[config.mk]
export PLATFORM = sky130hd
export DESIGN_NAME = exu_issue_ctrl
export DESIGN_NICKNAME = d
export VERILOG_FILES = /design/src/rtl/exu_pkg.sv /design/src/rtl/exu_branch_cond.sv /design/src/rtl/exu_issue_ctrl.sv
export SDC_FILE = /design/constraint.sdc
export NUM_CORES = 1
export LEC_CHECK = 0
export ABC_CLOCK_PERIOD_IN_PS = 4500
export BUFFER_PORTS_ARGS = -buffer_cell sky130_fd_sc_hd__buf_2
export CAP_MARGIN = 20
export CORE_MARGIN = 4
export CORE_UTILIZATION = 45
export CTS_CLUSTER_DIAMETER = 60
export DETAILED_ROUTE_END_ITERATION = 10
export GPL_TIMING_DRIVEN = 0
export PLACE_DENSITY = 0.74
export REMOVE_ABC_BUFFERS = 1
export SYNTH_ARGS = -nofsm -noshare
export SYNTH_HDL_FRONTEND = slang
export SYNTH_SLANG_ARGS = --single-unit
[constraint.sdc]
create_clock -name clk -period 4.5 [get_ports clk]
set_input_delay 0.45 -clock clk [delete_from_list [all_inputs] [get_ports clk]]
set_output_delay 0.45 -clock clk [all_outputs]
set_load 0.05 [all_outputs]
[src/rtl/exu_pkg.sv]
// ---------------------------------------------------------------------------
// exu_pkg
// Shared definitions for the EX-stage issue controller.
//   XLEN        default datapath width
//   ALUOP_*     4-bit ALU opcodes driven on alu_op
//   BR_*        3-bit branch/jump types carried with each instruction
//   exu_state_e issue-slot occupancy (IDLE = empty, FULL = holds one instr)
//   is_cond_br  true for the six compare-and-branch types
// ---------------------------------------------------------------------------
package exu_pkg;

   localparam int XLEN = 32;

   localparam logic [3:0] ALUOP_ADD  = 4'b0000;
   localparam logic [3:0] ALUOP_SUB  = 4'b0001;
   localparam logic [3:0] ALUOP_OR   = 4'b0010;
   localparam logic [3:0] ALUOP_SLT  = 4'b0011;
   localparam logic [3:0] ALUOP_SRL  = 4'b0100;
   localparam logic [3:0] ALUOP_SRA  = 4'b0101;
   localparam logic [3:0] ALUOP_SLL  = 4'b0110;
   localparam logic [3:0] ALUOP_AND  = 4'b0111;
   localparam logic [3:0] ALUOP_XOR  = 4'b1000;
   localparam logic [3:0] ALUOP_SLTU = 4'b1001;

   localparam logic [2:0] BR_NONE = 3'b000;
   localparam logic [2:0] BR_BEQ  = 3'b001;
   localparam logic [2:0] BR_BNE  = 3'b010;
   localparam logic [2:0] BR_BLT  = 3'b011;
   localparam logic [2:0] BR_BGE  = 3'b100;
   localparam logic [2:0] BR_BLTU = 3'b101;
   localparam logic [2:0] BR_BGEU = 3'b110;
   localparam logic [2:0] BR_JUMP = 3'b111;

   typedef enum logic {
      ST_IDLE = 1'b0,
      ST_FULL = 1'b1
   } exu_state_e;

   function automatic logic is_cond_br(input logic [2:0] br_type);
      return (br_type != BR_NONE) && (br_type != BR_JUMP);
   endfunction

endpackage

[src/rtl/exu_branch_cond.sv]
// ---------------------------------------------------------------------------
// exu_branch_cond
// Purely combinational branch resolution from the flags of rs1 - rs2.
//   br_type  in  branch/jump type (BR_*)
//   res_msb  in  sign bit of the subtract result
//   of       in  signed overflow of the subtract
//   cf       in  carry-out of the subtract (1 = no borrow, rs1 >= rs2 unsigned)
//   zf       in  subtract result is zero
//   taken    out branch condition holds (always 1 for a jump, 0 for none)
// ---------------------------------------------------------------------------
module exu_branch_cond
   import exu_pkg::*;
(
   input  logic [2:0] br_type,
   input  logic       res_msb,
   input  logic       of,
   input  logic       cf,
   input  logic       zf,
   output logic       taken
);

   // Signed less-than: the sign of the difference is wrong exactly when it overflowed.
   logic lt_signed;
   assign lt_signed = res_msb ^ of;

   always_comb begin
      // NOTE: every combinational output gets a default first so no path can infer a latch.
      taken = 1'b0;
      unique case (br_type)
         BR_BEQ:  taken = zf;
         BR_BNE:  taken = !zf;
         BR_BLT:  taken = lt_signed;
         BR_BGE:  taken = !lt_signed;
         BR_BLTU: taken = !cf;
         BR_BGEU: taken = cf;
         BR_JUMP: taken = 1'b1;
         default: taken = 1'b0;
      endcase
   end

endmodule

[src/rtl/exu_issue_ctrl.sv]
// ---------------------------------------------------------------------------
// exu_issue_ctrl
// EX-stage issue controller: a single registered slot between the IDU and
// WBU/IFU. Drives the external single-cycle ALU from the slot and turns its
// result/flags into writeback data and a branch/jump redirect.
//   clk, rst_n           clock, asynchronous active-low reset
//   id_valid/id_ready    IDU handshake; id_pc, id_rs1_data, id_rs2_data,
//                        id_imm, id_asel, id_bsel, id_aluop, id_br_type payload
//   alu_a/alu_b/alu_op   operands and opcode to the ALU
//   alu_result, alu_of,
//   alu_cf, alu_zf       ALU result and flags
//   flush                drop the in-flight instruction, refuse new ones
//   ex_valid/ex_ready    downstream handshake; ex_result, ex_redirect,
//                        ex_target payload (meaningful only while ex_valid)
// ---------------------------------------------------------------------------
module exu_issue_ctrl #(
   parameter int               XLEN          = exu_pkg::XLEN,
   parameter logic [XLEN-1:0]  RESET_PC_LINK = '0
) (
   input  logic            clk,
   input  logic            rst_n,
   input  logic            id_valid,
   output logic            id_ready,
   input  logic [XLEN-1:0] id_pc,
   input  logic [XLEN-1:0] id_rs1_data,
   input  logic [XLEN-1:0] id_rs2_data,
   input  logic [XLEN-1:0] id_imm,
   input  logic            id_asel,
   input  logic            id_bsel,
   input  logic [3:0]      id_aluop,
   input  logic [2:0]      id_br_type,
   output logic [XLEN-1:0] alu_a,
   output logic [XLEN-1:0] alu_b,
   output logic [3:0]      alu_op,
   input  logic [XLEN-1:0] alu_result,
   input  logic            alu_of,
   input  logic            alu_cf,
   input  logic            alu_zf,
   input  logic            flush,
   output logic            ex_valid,
   input  logic            ex_ready,
   output logic [XLEN-1:0] ex_result,
   output logic            ex_redirect,
   output logic [XLEN-1:0] ex_target
);

   import exu_pkg::*;

   exu_state_e      state_q, state_d;
   logic            accept;

   logic [XLEN-1:0] pc_q, rs1_q, rs2_q, imm_q;
   logic            asel_q, bsel_q;
   logic [3:0]      aluop_q;
   logic [2:0]      br_q;

   logic            cond_br;
   logic            taken;
   logic [XLEN-1:0] br_target;
   logic [XLEN-1:0] link_pc;

   // The slot can take a new instruction when empty or when it is being
   // drained this cycle; a flush refuses everything.
   assign id_ready = !flush && ((state_q == ST_IDLE) || ex_ready);
   assign accept   = id_valid && id_ready;
   assign ex_valid = (state_q == ST_FULL);

   always_comb begin
      state_d = state_q;
      if (flush)
         state_d = ST_IDLE;
      else if (accept)
         state_d = ST_FULL;          // covers both fill and same-edge refill
      else if ((state_q == ST_FULL) && ex_ready)
         state_d = ST_IDLE;
   end

   always_ff @(posedge clk or negedge rst_n) begin
      // NOTE: sequential state is updated with non-blocking assignments only.
      if (!rst_n)
         state_q <= ST_IDLE;
      else
         state_q <= state_d;
   end

   always_ff @(posedge clk or negedge rst_n) begin
      // NOTE: the payload registers are reset too, because alu_a/alu_b/alu_op
      // are driven straight from them and must read zero as soon as rst_n falls.
      if (!rst_n) begin
         pc_q    <= '0;
         rs1_q   <= '0;
         rs2_q   <= '0;
         imm_q   <= '0;
         asel_q  <= 1'b0;
         bsel_q  <= 1'b0;
         aluop_q <= ALUOP_ADD;
         br_q    <= BR_NONE;
      end else if (accept) begin
         pc_q    <= id_pc;
         rs1_q   <= id_rs1_data;
         rs2_q   <= id_rs2_data;
         imm_q   <= id_imm;
         asel_q  <= id_asel;
         bsel_q  <= id_bsel;
         aluop_q <= id_aluop;
         br_q    <= id_br_type;
      end
   end

   // Conditional branches borrow the ALU for rs1 - rs2 whatever the decoder
   // put in aluop/asel/bsel; the flags then decide the branch.
   assign cond_br = is_cond_br(br_q);

   always_comb begin
      alu_a  = asel_q ? pc_q  : rs1_q;
      alu_b  = bsel_q ? imm_q : rs2_q;
      alu_op = aluop_q;
      if (cond_br) begin
         alu_a  = rs1_q;
         alu_b  = rs2_q;
         alu_op = ALUOP_SUB;
      end
   end

   exu_branch_cond u_branch_cond (
      .br_type (br_q),
      .res_msb (alu_result[XLEN-1]),
      .of      (alu_of),
      .cf      (alu_cf),
      .zf      (alu_zf),
      .taken   (taken)
   );

   // Dedicated adders: the ALU is busy with the compare (branch) or the
   // target computation (jump), so pc + imm and pc + 4 are formed here.
   assign br_target = pc_q + imm_q;
   assign link_pc   = pc_q + XLEN'(4);

   // Outputs are held at their reset values whenever the slot is empty.
   always_comb begin
      ex_redirect = 1'b0;
      ex_target   = '0;
      ex_result   = RESET_PC_LINK;
      if (ex_valid) begin
         ex_redirect = taken;
         if (br_q == BR_JUMP) begin
            ex_target = {alu_result[XLEN-1:1], 1'b0};
            ex_result = link_pc;
         end else if (cond_br) begin
            ex_target = br_target;
            ex_result = '0;
         end else begin
            ex_result = alu_result;
         end
      end
   end

endmodule

Word level (Yosys, flattened, before mapping)

Cells that the tools add are included.

Magnitude comparators: 0
Bitwise gates (word level): 2
Div/mod/pow operators: 0
Multipliers: 0
Reduce and logical (&&, ||, !) cells: 11
Mux-type cells: 16
Shifts and indexed selects: 0
Equality and inequality tests: 8
$add $sub $neg: 2

Operator list:

| operator              | number |
|---|---|
| $mux 32               | 10 |
| $add 32x3->32 const B | 1 |
| $add 32x32->32        | 1 |
| $eq 3x3->1 const B    | 4 |
| $pmux 1 s7            | 1 |
| $eq 3x2->1 const B    | 2 |
| $reduce_bool 3->1     | 2 |
| $logic_and 1x1->1     | 4 |
| $logic_not 1->1       | 4 |
| $mux 1                | 4 |
| $mux 4                | 1 |
| $eq 3x1->1 const B    | 1 |
| $ne 3x3->1 const B    | 1 |
| $logic_or 1x1->1      | 1 |
| $not 1->1             | 1 |
| $xor 1x1->1           | 1 |

Memory bits (writable): 0
Memories kept: 0
Register bits after elaboration: 138
Memory bits (read-only): 0
Output and inout bits: 135
Bits in latches: 0

Depth between registers and ports, before layout

Depth after elaboration: 6
Depth in mapped cells: 11

By module

From an unflattened synthesis, not the netlist that was laid out.

Cell total of the unflattened synthesis: 875
Area total of the unflattened synthesis: 9093.7 µm²

By module, submodules not included:

| module          | cells each | seq. area each (µm²) | instances | area an instance (µm²) |
|---|---|---|---|---|
| exu_issue_ctrl  | 867        | 3453.3               | 1         | 9024.9 |
| exu_branch_cond | 8          | 0.0                  | 1         | 68.8 |

Worst setup path after synthesis

Ideal clock, no wire load.

Path kind: register to output
Start point: reg imm_q[0]
End point: out ex_target[30]
Stages on the path, launching flop included: 12
Path slack: 0.323 ns
Data arrival time: 3.727 ns
Required time: 4.050 ns
Path buffers: 0
Cell sequence: dfrtp_1 > ha_1 > fa_1 > a211oi_2 > o211ai_1 > and2_4 > a221o_2 > a41oi_1 > o21ai_1 > a211oi_1 > xor2_1 > o21ai_0

Word-level cells in the longest chain between the ends: 4

RTL lines:

| item                   | RTL line              | text |
|---|---|---|
| from (decl)            | exu_issue_ctrl.sv:52  | `logic [XLEN-1:0] pc_q, rs1_q, rs2_q, imm_q;` |
| from (signal assigned) | exu_issue_ctrl.sv:102 | `imm_q <= id_imm;` |
| $add 32x32->32         | exu_issue_ctrl.sv:136 | `assign br_target = pc_q + imm_q;` |
| $mux 32                | exu_issue_ctrl.sv:149 | `end else if (cond_br) begin` |
| $mux 32                | exu_issue_ctrl.sv:146 | `if (br_q == BR_JUMP) begin` |
| $mux 32                | exu_issue_ctrl.sv:144 | `if (ex_valid) begin` |
| to (decl)              | exu_issue_ctrl.sv:44  | `output logic [XLEN-1:0] ex_target` |

No other way between the ends.

Worst setup path in the final report

Start point: reg pc_q[0]
End point: out ex_target[28]

Word-level cells in the longest chain between the ends: 4

RTL lines:

| item                   | RTL line              | text |
|---|---|---|
| from (decl)            | exu_issue_ctrl.sv:52  |  |
| from (signal assigned) | exu_issue_ctrl.sv:99  | `pc_q <= id_pc;` |
| $add 32x32->32         | exu_issue_ctrl.sv:136 |  |
| $mux 32                | exu_issue_ctrl.sv:149 |  |
| $mux 32                | exu_issue_ctrl.sv:146 |  |
| $mux 32                | exu_issue_ctrl.sv:144 |  |

No other way between the ends.

==> results by group <==
Pwr
  – Internal power: approximately 3.4 mW
  – Clock Power Share: 0.249
  – VDD IR max: between 0.2 and 0.3 mV
  – P per Cell Area: between 500 and 600 nW/um^2
  – Comb pwr share: 0.470
  – P_leak: 5.30 nW
  – Net Sw Frac: 0.434
  – Switch Pwr: between 2 and 3 mW
  – Part of the power in registers: 0.281

GRT
  – Vias in the first global route: just under 8000
  – Largest net degree at the start of global routing: 78
  – Grt ovf: 0
  – Initial antenna violation count: 2
  – First-pass GRT wire length: about 42000 um
  – Total GRT Usage: 0.237

Status
  – Outcome: complete, but fails checks
  – Failing checks: negative hold slack

Critical path
  – Critical path capture point: ex_target[28]
  – Crit-path cells: ha_1 -> fa_1 -> a211oi_2 -> o211ai_1 -> and2_4 -> a221o_2 -> a31o_2 -> a31o_4 -> a41oi_1 -> xor2_1 -> o21ai_1 -> buf_4
  – Delay-heaviest family, CP: compound AO/OA/AOI/OAI gates
  – CP peak stage delay: 440 ps
  – R2R cell count: 6
  – Worst r2r dst: rs2_q[15]
  – Worst reg2reg startpoint: ex_valid
  – Critical path launch point type: register
  – WP data required: 4050 ps
  – CP max FO: 4
  – Worst Setup SP: pc_q[0]
  – Worst Path Buf+Inv: 1
  – Crit Path Category: reg -> out
  – Crit. End Element: output port
  – Flop2flop setup slack: approximately 2000 ps
  – Stages on the worst setup path: 12
  – CP max stage cell: fa_1
  – CP arrival: between 3000 and 4000 ps

Clocking
  – CTS tree: done
  – CTS max path bufs: 2
  – CTS H-Tree Depth: 4
  – Clock root buffer: clkbuf_16
  – Worst skew pair latency: between 400 and 500 ps
  – Clock Sinks: between 100 and 150
  – Total CTS buffers: 17
  – Post-CTS Setup Inserts: 0
  – Hold buffers post-CTS: 0
  – Worst-path clk slew: 60 ps

Yosys
  – Most common cell in the netlist: mux2_2
  – Synth Flop Type: dfrtp_1
  – Post-Syn Area per Cell: 10.7 sq um
  – Synth unique cells: between 50 and 60
  – Area contributors post-synth: dfrtp_1 39%, mux2_2 25%, ha_1 4.5%
  – Synth Area in Compound Gates: 0.128
  – Post-synthesis adder-cell area fraction: 0.0475
  – Gate Count Post-Synth: 826
  – Synth Area in XOR/XNOR: 0.0574
  – Largest family of logic cells by synthesized area: multiplexers
  – Mux cell area share after synthesis: 0.255
  – Yosys top cell by area: dfrtp_1
  – Synthesized flop and latch total: approximately 140
  – Sequential area share after synthesis: 0.390
  – Post-synth top area share: 0.390
  – Async S/R FF share, synth: 1.00
  – Simple-gate area share of the yosys netlist: 0.101
  – Commonest cells in the synthesized netlist: 200 x mux2_2, 138 x dfrtp_1, 54 x nand2_1
  – Post-synth EDFFs: 0
  – Yosys warnings: 0
  – Mapped cell area: 8840 sq um

Floorplanning
  – Die width: 148 um
  – Initial core utilization: 0.456
  – # IOs: between 300 and 400
  – Site row count: between 50 and 60
  – Core area: about 19000 sq um
  – Die height: roughly 150 um
  – Die ar.: around 22000 sq um

Finish
  – ANT cells: 0
  – Share of layout cells above drive strength 1: 0.504
  – Design Area, Final: around 11000 sq um
  – Area grow syn2layout: 28.8%
  – Layout Nets: between 1000 and 1500

Detailed routing
  – DRT Pass-1 Iters: 5
  – Final WL: 26500 um
  – DR vias/cell: 5.45
  – DRC viols: 0
  – DRT iter0 DRCs: between 300 and 400
  – Avg WL per Cell: roughly 19 um
  – DR vias: about 7600
  – Antenna-violating nets left: 0

Timing
  – Hold_ws: -2.76 ps
  – Final Hold Fails: 2
  – Final-report max-slew violation count: 0
  – Fin crit share: 0.968
  – RSZ-0062 raised after global routing: no
  – Final setup violation count: 0
  – Min setup slack post-route: roughly 140 ps
  – Actual slew at the worst max-slew pin: 939 ps
  – Worst slew margin: 0.372
  – Final min period: approximately 4400 ps
  – Max Freq: roughly 230 MHz
  – Fin Clk Skew: 8.35 ps

Placed design
  – Port Buf Inserts: just over 300
  – Dpl hpwl: ~20000 um
  – Routability Congestion: 0.814
  – Pre-CTS setup slack: 573 ps
  – Placed inst area: 10800 sq um

Run
  – Max cap viols: 0

Min path
  – Worst Hold Class: in -> async
worst reg2reg max path: stages (launching register included):
cell and delay, ps:
dfrtp_1 680, nor2b_1 300, nor2_1 150, and2_4 190
buf_16 290, buf_16 340, mux2_2 480
layout make-up:
cell class,instances,area [sq um]
fill,1708,8010
multi-input combinational,639,5230
sequential,138,3450
timing repair buffer,318,1730
clock buffer,19,453
tap,265,332
clock inverter,13,168
inverter,6,22.5
what timing repair did:
| action | CTS | global route |
|---|---|---|
| hold endpoints to repair | 0 | 0 |
| resized for setup | 0 | 3 |
| endpoints found under the setup margin | 0 | 2 |
placed cells by master, fill, tap and decap left out, drive strengths merged, types with 7 or more instances in the layout:
master,Yosys,layout
nand3,16,16
clkbuf,31,19
inv,6,8
o21ai,34,34
nand2,54,54
nor2,51,51
nor2b,19,19
a22oi,14,14
a21o,18,18
mux2,200,200
nand4,7,7
dfrtp,138,138
a211oi,32,32
a21oi,31,31
ha,32,32
a31oi,7,7
and2,9,9
xor2,32,32
xnor2,26,26
buf,12,318
and3,12,12
power by group through the flow:
stage	Clock [mW]	Combinational, mW	Sequential, mW
floorplan	0	2.14	1.61
global placement	0	2.75	1.67
detailed placement	0	2.77	1.68
CTS	1.50	2.79	1.66
global route	1.56	2.98	1.70
finish	1.48	2.78	1.67
layer usage:
metal | GRT usage | routed length, um
met2 | 0.390 | 12500
met5 | 0 | 21
met3 | 0.0558 | 1730
met1 | 0.313 | 11700
met4 | 0.0711 | 518
logic make-up after synthesis:
logic type      count (synthesis)
mux                           200
simple gates                  185
compound gates                163
flops                         138
xor+xnor                       58
buf+inv                        49
fa+ha+maj                      33
flip-flops by register name, summed over array words and instances (netlist names):
name and cells:
rs1_q 32, imm_q 32, rs2_q 32, pc_q 32, aluop_q 4, ex_valid 1, br_q 3, asel_q 1
bsel_q 1
stage by stage:
step / util / power [mW] / instances / TNS, ps
6_report: 0.587 / 5.93 / 1398 / 0
5_1_grt: 0.587 / 6.23 / 1398 / 0
4_1_cts: 0.587 / 5.95 / 1398 / 0
3_5_place_dp: 0.555 / 4.46 / 1366 / 0
3_3_place_gp: 0.545 / 4.41 / 1359 / -353190
2_1_floorplan: - / 3.74 / 783 / -146340
worst min path at each step:
stage,endpoint,from,cells after the start
final,rs2_q[12],rst_n,1
after global routing,rs2_q[12],rst_n,1
after CTS,rs2_q[12],rst_n,1
after detailed placement,pc_q[12],rst_n,1
after global placement,aluop_q[2],aluop_q[2],1
after floorplan,aluop_q[0],rst_n,0
Note: power is estimated with default switching activity, not from simulation.
